**config.mk**
```make
export PLATFORM = sky130hd
export DESIGN_NAME = sync_updown_counter_flat
export DESIGN_NICKNAME = d
export VERILOG_FILES = /design/src/rtl/sync_updown_counter_if.sv /design/src/rtl/sync_updown_counter.sv /design/src/flat_wrapper.sv
export SDC_FILE = /design/constraint.sdc
export NUM_CORES = 1
export LEC_CHECK = 0
export CAP_MARGIN = 20
export CORE_AREA = 3 3 40 42
export DETAILED_ROUTE_END_ITERATION = 7
export DIE_AREA = 0 0 43 45
export PLACE_DENSITY = 0.63
export SYNTH_ARGS = -nofsm -noshare
export SYNTH_HDL_FRONTEND = slang
export SYNTH_SLANG_ARGS = --single-unit
export TNS_END_PERCENT = 100
```
**constraint.sdc**
```tcl
create_clock -name clk -period 2 [get_ports clk]
set_input_delay 0.6 -clock clk [delete_from_list [all_inputs] [get_ports clk]]
set_output_delay 0.6 -clock clk [all_outputs]
set_load 0.02 [all_outputs]
```
**src/rtl/sync_updown_counter_if.sv**
```systemverilog
// Control, event and status signals of sync_updown_counter.
// The master drives the controls and the event line; the slave is the counter.
interface sync_updown_counter_if #(
  parameter int unsigned WIDTH = 3
);
  logic             en;
  logic             ld;
  logic             up;
  logic [WIDTH-1:0] Q_in;
  logic             ev;
  logic             clr_ovf;
  logic [WIDTH-1:0] Q;
  logic             tc;
  logic             ovf;

  modport master (
    output en, ld, up, Q_in, ev, clr_ovf,
    input  Q, tc, ovf
  );

  modport slave (
    input  en, ld, up, Q_in, ev, clr_ovf,
    output Q, tc, ovf
  );
endinterface

```
**src/rtl/sync_updown_counter.sv**
```systemverilog
// Single-clock up/down event counter with parallel load, terminal-count pulse
// and sticky overflow flag; wraps or saturates at the boundaries.
module sync_updown_counter #(
  parameter int unsigned WIDTH    = 3,
  parameter bit          SYNC     = 1'b1,
  parameter bit          SATURATE = 1'b0
) (
  input  logic                  clk,
  input  logic                  rst,
  sync_updown_counter_if.slave  bus
);

  logic             s;
  logic             h_q;
  logic             rise;
  logic             step;
  logic             boundary;
  logic [WIDTH-1:0] count_q, count_d;
  logic             tc_q, tc_d;
  logic             ovf_q, ovf_d;

  // Flops reset high so a level already high at reset is not taken as an edge.
  if (SYNC) begin : g_sync
    logic [1:0] sync_q;
    always_ff @(posedge clk) begin
      if (rst) begin
        sync_q <= 2'b11;
      end else begin
        sync_q <= {sync_q[0], bus.ev};
      end
    end
    assign s = sync_q[1];
  end else begin : g_nosync
    assign s = bus.ev;
  end

  always_ff @(posedge clk) begin
    if (rst) begin
      h_q <= 1'b1;
    end else begin
      h_q <= s;
    end
  end

  assign rise     = s & ~h_q;
  assign step     = bus.en & rise & ~bus.ld;
  assign boundary = step & (bus.up ? (count_q == {WIDTH{1'b1}}) : (count_q == '0));

  always_comb begin
    count_d = count_q;
    if (bus.ld) begin
      count_d = bus.Q_in;
    end else if (step) begin
      if (!(boundary && SATURATE)) begin
        count_d = bus.up ? count_q + 1'b1 : count_q - 1'b1;
      end
    end
    // Load suppresses step, so a load always yields tc = 0.
    tc_d  = boundary;
    ovf_d = boundary | (ovf_q & ~bus.clr_ovf);
  end

  always_ff @(posedge clk) begin
    if (rst) begin
      count_q <= '0;
      tc_q    <= 1'b0;
      ovf_q   <= 1'b0;
    end else begin
      count_q <= count_d;
      tc_q    <= tc_d;
      ovf_q   <= ovf_d;
    end
  end

  assign bus.Q   = count_q;
  assign bus.tc  = tc_q;
  assign bus.ovf = ovf_q;

endmodule
```
**src/flat_wrapper.sv**
```systemverilog
// flat-port wrapper written by rule: the top's interface ports become plain ports
module sync_updown_counter_flat 
#(
  parameter int unsigned WIDTH    = 3,
  parameter bit          SYNC     = 1'b1,
  parameter bit          SATURATE = 1'b0
)
  (clk, rst, bus_en, bus_ld, bus_up, bus_Q_in, bus_ev, bus_clr_ovf, bus_Q, bus_tc, bus_ovf);
  sync_updown_counter_if #(.WIDTH(WIDTH)) bus_i ();
  input  logic clk;
  input  logic rst;
  input wire logic [$bits(bus_i.en)-1:0] bus_en;
  input wire logic [$bits(bus_i.ld)-1:0] bus_ld;
  input wire logic [$bits(bus_i.up)-1:0] bus_up;
  input wire logic [$bits(bus_i.Q_in)-1:0] bus_Q_in;
  input wire logic [$bits(bus_i.ev)-1:0] bus_ev;
  input wire logic [$bits(bus_i.clr_ovf)-1:0] bus_clr_ovf;
  output wire logic [$bits(bus_i.Q)-1:0] bus_Q;
  output wire logic [$bits(bus_i.tc)-1:0] bus_tc;
  output wire logic [$bits(bus_i.ovf)-1:0] bus_ovf;
  assign bus_i.en = bus_en;
  assign bus_i.ld = bus_ld;
  assign bus_i.up = bus_up;
  assign bus_i.Q_in = bus_Q_in;
  assign bus_i.ev = bus_ev;
  assign bus_i.clr_ovf = bus_clr_ovf;
  assign bus_Q = bus_i.Q;
  assign bus_tc = bus_i.tc;
  assign bus_ovf = bus_i.ovf;
  sync_updown_counter #(.WIDTH(WIDTH), .SYNC(SYNC), .SATURATE(SATURATE)) u_core (.clk(clk), .rst(rst), .bus(bus_i));
endmodule
```
==> results of run 1 <==
worst max path at each step:
stage | slack, ns | endpoint | start | depth (start not counted)
final | 0.07 | bus_Q[0] | u_core.bus.Q[0] | 1
after floorplan | 0.26 | u_core.bus.Q[2] | bus_up | 5
after detailed placement | -0.34 | u_core.bus.Q[2] | bus_up | 6
after CTS | 0.05 | bus_Q[0] | u_core.bus.Q[0] | 1
after global routing | 0.007 | bus_Q[0] | u_core.bus.Q[0] | 1
after global placement | -0.28 | u_core.bus.Q[2] | bus_up | 6
flip-flops by register name (all words and copies together), names as in the netlist:
register,count
u_core.bus.tc,1
u_core.g_sync.sync_q,2
u_core.h_q,1
u_core.bus.ovf,1
u_core.bus.Q,3
synth_stat cells:
master | number | area share [%]
inv_1 | 2 | 2.3
a211oi_1 | 2 | 4.6
fa_1 | 1 | 6.1
nand2b_1 | 1 | 1.9
or2_2 | 3 | 5.7
mux2i_1 | 1 | 3.0
or4_1 | 1 | 2.3
nand3b_1 | 1 | 2.3
nor2_1 | 4 | 4.6
o21ai_0 | 1 | 1.5
xor2_1 | 2 | 5.3
a211o_1 | 1 | 2.7
a21oi_2 | 1 | 2.7
nand4_1 | 1 | 1.9
dfxtp_1 | 8 | 49
a311oi_1 | 1 | 2.7
or3_1 | 1 | 1.9
power breakdown:
part,switching [mW],internal [mW]
Clock,0.0508,0.0684
Combinational,0.0229,0.0341
Sequential,0.00719,0.167
Total,0.0808,0.269
final cells by class:
class	instances	share of cell area, %
clock buffers	3	4.28
inverters	2	1.43
multi-input cells	22	31.1
flip-flops and latches	8	30.4
well taps	15	3.56
repair buffers	16	29.2
layer usage:
layer | vias to the layer above | share of wire [%] | track usage [%]
met2 | 8 | 45 | 13.8
met5 | - | 0 | 0
met1 | 125 | 49 | 9.83
li1 | 152 | - | -
met4 | 0 | 0 | 1.81
met3 | 0 | 6.6 | 5.98
timing repair:
item,CTS,global route
resized for setup,2,0
setup buffers,0,0
endpoints found under the hold margin,0,0
endpoints found under the setup margin,1,0
through the flow:
stage          util, %  setup TNS, ns
4_1_cts           41.0              0
2_1_floorplan        -              0
5_1_grt           41.0              0
3_5_place_dp      39.1         -0.469
3_3_place_gp      39.1         -0.407
6_report          41.0              0
cell families after synthesis:
logic type / Yosys count
adders and majority gates: 1
DFF: 8
muxes: 1
buffers and inverters: 2
AOI/OAI and AO/OA: 6
xor gates and xnor gates: 2
and+or+nand+nor: 12
==> results.md, run 1 <==
- Status: finished clean
- Via count: 285
- Share of layout cells above drive strength 1: 19.6%
- CP top delay family: buffers and inverters
- Hold Slack: 0.412 ns
- Final RePlAce weighted congestion: 0.709
- Most common cell after layout, fill and taps aside: clkdlybuf4s50_1
- Simple-gate area share of the yosys netlist: 20.5%
- YS warnings: 0
- Antenna diode count: 0
- Clk Tree Root Cell: clkbuf_4
- Pwr Total: 350 uW
- CP bufs+invs: 1
- Hold worst-path end: u_core.g_sync.sync_q[1]
- CTS tree: built
- Fin. Hold Viols: 0
- Max VDD drop: 0.308 mV
- Buffers on Ports: 14
- Leakage dissipation: 0.204 nW
- Drt pass-1 iters: 2
- First-pass GRT wire length: 1170 um
- Clock-pin slew on the worst setup and hold paths: 0.05 ns
- DP HPWL: 559 um
- DR iter-0 viols: 1
- Post-DP Area: 503 sq um
- CP Capture Type: output port
- P per Cell Area: 664 mW/mm^2
- Die Y-Extent: 45 um
- Number of I/O pins: 15
- Final Cell Area: 527 sq um
- Final WS setup: 0.0694 ns
- Max transition margin: 81.4%
- Number of global-route vias before repair: 278
- Worst EP required: 1.40 ns
- Die Wd: 43 um
- Distinct cells, synth: 17
- DRC: 0
- Worst Setup Path Type: flop to output port
- Compound-Gate Fraction of Synth Area: 14.1%
- Die area: 0.00194 sq mm
- Clk_lat worst skew: 0.25 ns
- Critical hold path startpoint: u_core.g_sync.sync_q[0]
- Avg Cell Area, Syn: 10.3 sq um
- Largest net degree at the start of global routing: 9
- Max frequency: 518 MHz
- Final setup viols: 0
- Clk buf depth: 2
- Total GRT Usage: 8.72%
- Core ar.: 0.00128 sq mm
- Reg2reg start: u_core.bus.Q[0]
- Worst Hold Class: flop to flop
- R2R setup slack: 0.43 ns
- CTS H-tree lvls: 1
- Synth Instances: 32
- Synth Area in Adders: 6.08%
- R2R Path End: u_core.bus.Q[2]
- Vias per Instance: 4.32
- Final clock skew: 0.00232 ns
- Slew @ Worst Pin: 0.278 ns
- Pre-CTS setup slack: -0.336 ns
- Placed insts: 63
- Maximum capacitance violations: 0
- Register area: 160 sq um
- Mux share of post-synthesis cell area: 3.04%
- FP Rows: 13
- Main combinational cell family by area after synthesis: simple AND/OR/NAND/NOR gates
- Filler instances: 133
- Critical path fanouts, max: 5
- Seq cells post-synth: 8
- CTS Hold Bufs: 0
- Layout Cells excl Fill: 66
- Sinks on Clock Net: 8
- Worst setup SP type: flop
- DRT antenna net count: 0
- Critical path, cell by cell: clkdlybuf4s50_1
- Period utilization: 96.5%
- Reg2reg path depth: 4
- Commonest non-fill, non-tap cells in the layout: 13 x clkdlybuf4s50_1, 8 x dfxtp_1, 4 x nor2_1, 3 x or2_2, 3 x clkbuf_4
- Cts bufs inserted: 3
- Shortest period the worst path allows: 1.93 ns
- Starting Density: 25.6%
- Post-Route WL: 717 um
- Initial antenna violation count: 0
- CP arrival: 1.33 ns
- Final nets: 64
- Post-synthesis sequential area ratio: 48.7%
- RSZ-0062 raised after global routing: no
- Post-synthesis cell area: 329 sq um
- Routed wire per std cell: 10.9 um
- Area grow syn2layout: 60.1%
- Net Count, Synth: 43
- Hold depth: 1
- CP max stage delay: 0.65 ns
- Multi-input gate area: 164 sq um
- Final slew viol count: 0
- Overflow after GRT: 0
- Xor and xnor area share after synthesis: 5.32%
- Slowest cell on crit path: clkdlybuf4s50_1
Power figures use the tool's default switching activity.
==> run 2, diff against run 1 <==
- CTS_CLUSTER_DIAMETER: unset -> 120
- clock period: 2 -> 1.7 ns (I/O delays scaled with it)
==> results.md, run 2 (synthesis results as in run 1) <==
- Period utilization: 97.1%
- Final RePlAce weighted congestion: 0.674 (-4.9%)
- Number of global-route vias before repair: 261 (-6.1%)
- CTS H-tree lvls: 1 (unchanged)
- Setup TNS: 0 ns (unchanged)
- CTS tree: built
- CTS Hold Bufs: 0 (unchanged)
- Die Wd: 43 um (unchanged)
- Max frequency: 606 MHz
- Postcts setup bufs: 0 (unchanged)
- Drt pass-1 iters: 3 (+1)
- DRT antenna net count: 0 (unchanged)
- Cts bufs inserted: 3 (unchanged)
- Leakage dissipation: 0.251 nW (+23%)
- Worst Setup Path Type: primary input to flop
- Number of I/O pins: 15 (unchanged)
- Final Cell Area: 528 sq um (+0.24%)
- Worst Hold Class: flop to flop
- Clk buf depth: 2 (unchanged)
- First-pass GRT wire length: 1140 um (-3.0%)
- Clk_lat worst skew: 0.25 ns (about the same)
- Max VDD drop: 0.452 mV (+47%)
- CP arrival: 1.81 ns (+0.48 ns)
- Final setup viols: 0 (unchanged)
- Critical path fanouts, max: 2 (-3)
- Finished Core Util: 41.1% (+0.097 points)
- Post-Route WL: 700 um (-2.4%)
- Worst EP required: 1.86 ns (+0.46 ns)
- Shortest period the worst path allows: 1.65 ns
- Die area: 0.00194 sq mm (unchanged)
- RSZ-0062 raised after global routing: no
- Clk Tree Root Cell: clkbuf_4
- Area grow syn2layout: 60.5%
- Final nets: 64 (unchanged)
- DR iter-0 viols: 2 (+1)
- Fin. Hold Viols: 0 (unchanged)
- Pwr Total: 409 uW (+17%)
- Post-DP Area: 503 sq um (unchanged)
- CP Capture Type: flop
- Buffers on Ports: 14 (unchanged)
- Core ar.: 0.00128 sq mm (unchanged)
- Max FFs per register: 3 (unchanged)
- Maximum capacitance violations: 0 (unchanged)
- Final clock skew: 0.00433 ns (+0.00200 ns)
- Initial antenna violation count: 0 (unchanged)
- Antenna diode count: 0 (unchanged)
- Die Y-Extent: 45 um (unchanged)
- Clock-pin slew on the worst setup and hold paths: 0.05 ns (about the same)
- Status: finished clean
- Routed wire per std cell: 10.6 um (-2.4%)
- Via count: 291 (+2.1%)
- Slew @ Worst Pin: 0.299 ns (+0.0206 ns)
- Starting Density: 25.6% (unchanged)
- FP Rows: 13 (unchanged)
- Total GRT Usage: 8.28% (-0.44 points)
- Largest net degree at the start of global routing: 9 (unchanged)
- Share of layout cells above drive strength 1: 19.6% (unchanged)
- Sinks on Clock Net: 8 (unchanged)
- Max transition margin: 80.0% (-1.4 points)
- Commonest non-fill, non-tap cells in the layout: 8 x clkdlybuf4s50_1, 8 x dfxtp_1, 4 x nor2_1, 4 x dlygate4sd2_1
- Hold Slack: 0.415 ns (+0.00267 ns)
- Worst setup SP type: primary input
- Vias per Instance: 4.41 (+2.1%)
- DRC: 0 (unchanged)
- Final slew viol count: 0 (unchanged)
- P per Cell Area: 775 mW/mm^2 (+17%)
- Overflow after GRT: 0 (unchanged)
-- run 2: path summary, 6_finish.rpt --
check	startpoint	endpoint	slack, ns	depth (start not counted)
min	u_core.g_sync.sync_q[0]	u_core.g_sync.sync_q[1]	0.41	1
max reg2reg	u_core.bus.Q[0]	u_core.bus.Q[2]	0.15	4
min reg2reg	u_core.g_sync.sync_q[0]	u_core.g_sync.sync_q[1]	0.41	1
max	bus_up	u_core.bus.Q[2]	0.05	6
-- run 2: per-layer routing --
metal | vias to the layer above | part of all wire (%) | track usage [%]
li1 | 151 | - | -
met1 | 130 | 52 | 11.5
met2 | 10 | 39 | 10.2
met3 | 0 | 8.1 | 5.98
met4 | 0 | 0 | 1.81
met5 | - | 0 | 0
-- run 2: critical path: stages --
cell and delay (ns):
dlygate4sd2_1 0.21, inv_1 0.05, fa_2 0.33, xor2_1 0.15, or3_1 0.30, a311oi_1 0.26
-- run 2: final cells by class --
type / instances / area [sq um]
Clock buffer: 3 / 22.5
Fill cell: 131 / 757
Inverter: 2 / 7.51
Multi-Input combinational cell: 22 / 164
Sequential cell: 8 / 160
Tap cell: 15 / 18.8
Timing Repair Buffer: 16 / 155
-- run 2: stage by stage --
stage	cells	setup slack [ns]
global placement	63	-0.477
CTS	66	0.00171
floorplan	32	0.0455
finish	66	0.0493
detailed placement	63	-0.520
global route	66	0.00101
-- run 2: report_power, final --
| part | internal [mW] | switching [mW] |
|---|---|---|
| sequential | 0.196 | 0.00827 |
| combinational | 0.0363 | 0.0259 |
| clock | 0.0806 | 0.0623 |
| total | 0.313 | 0.0965 |
-- run 2: what timing repair did --
item | in CTS | in global routing
setup endpoints to repair | 6 | 3
resized for setup | 5 | 2
pin swaps | 1 | 1
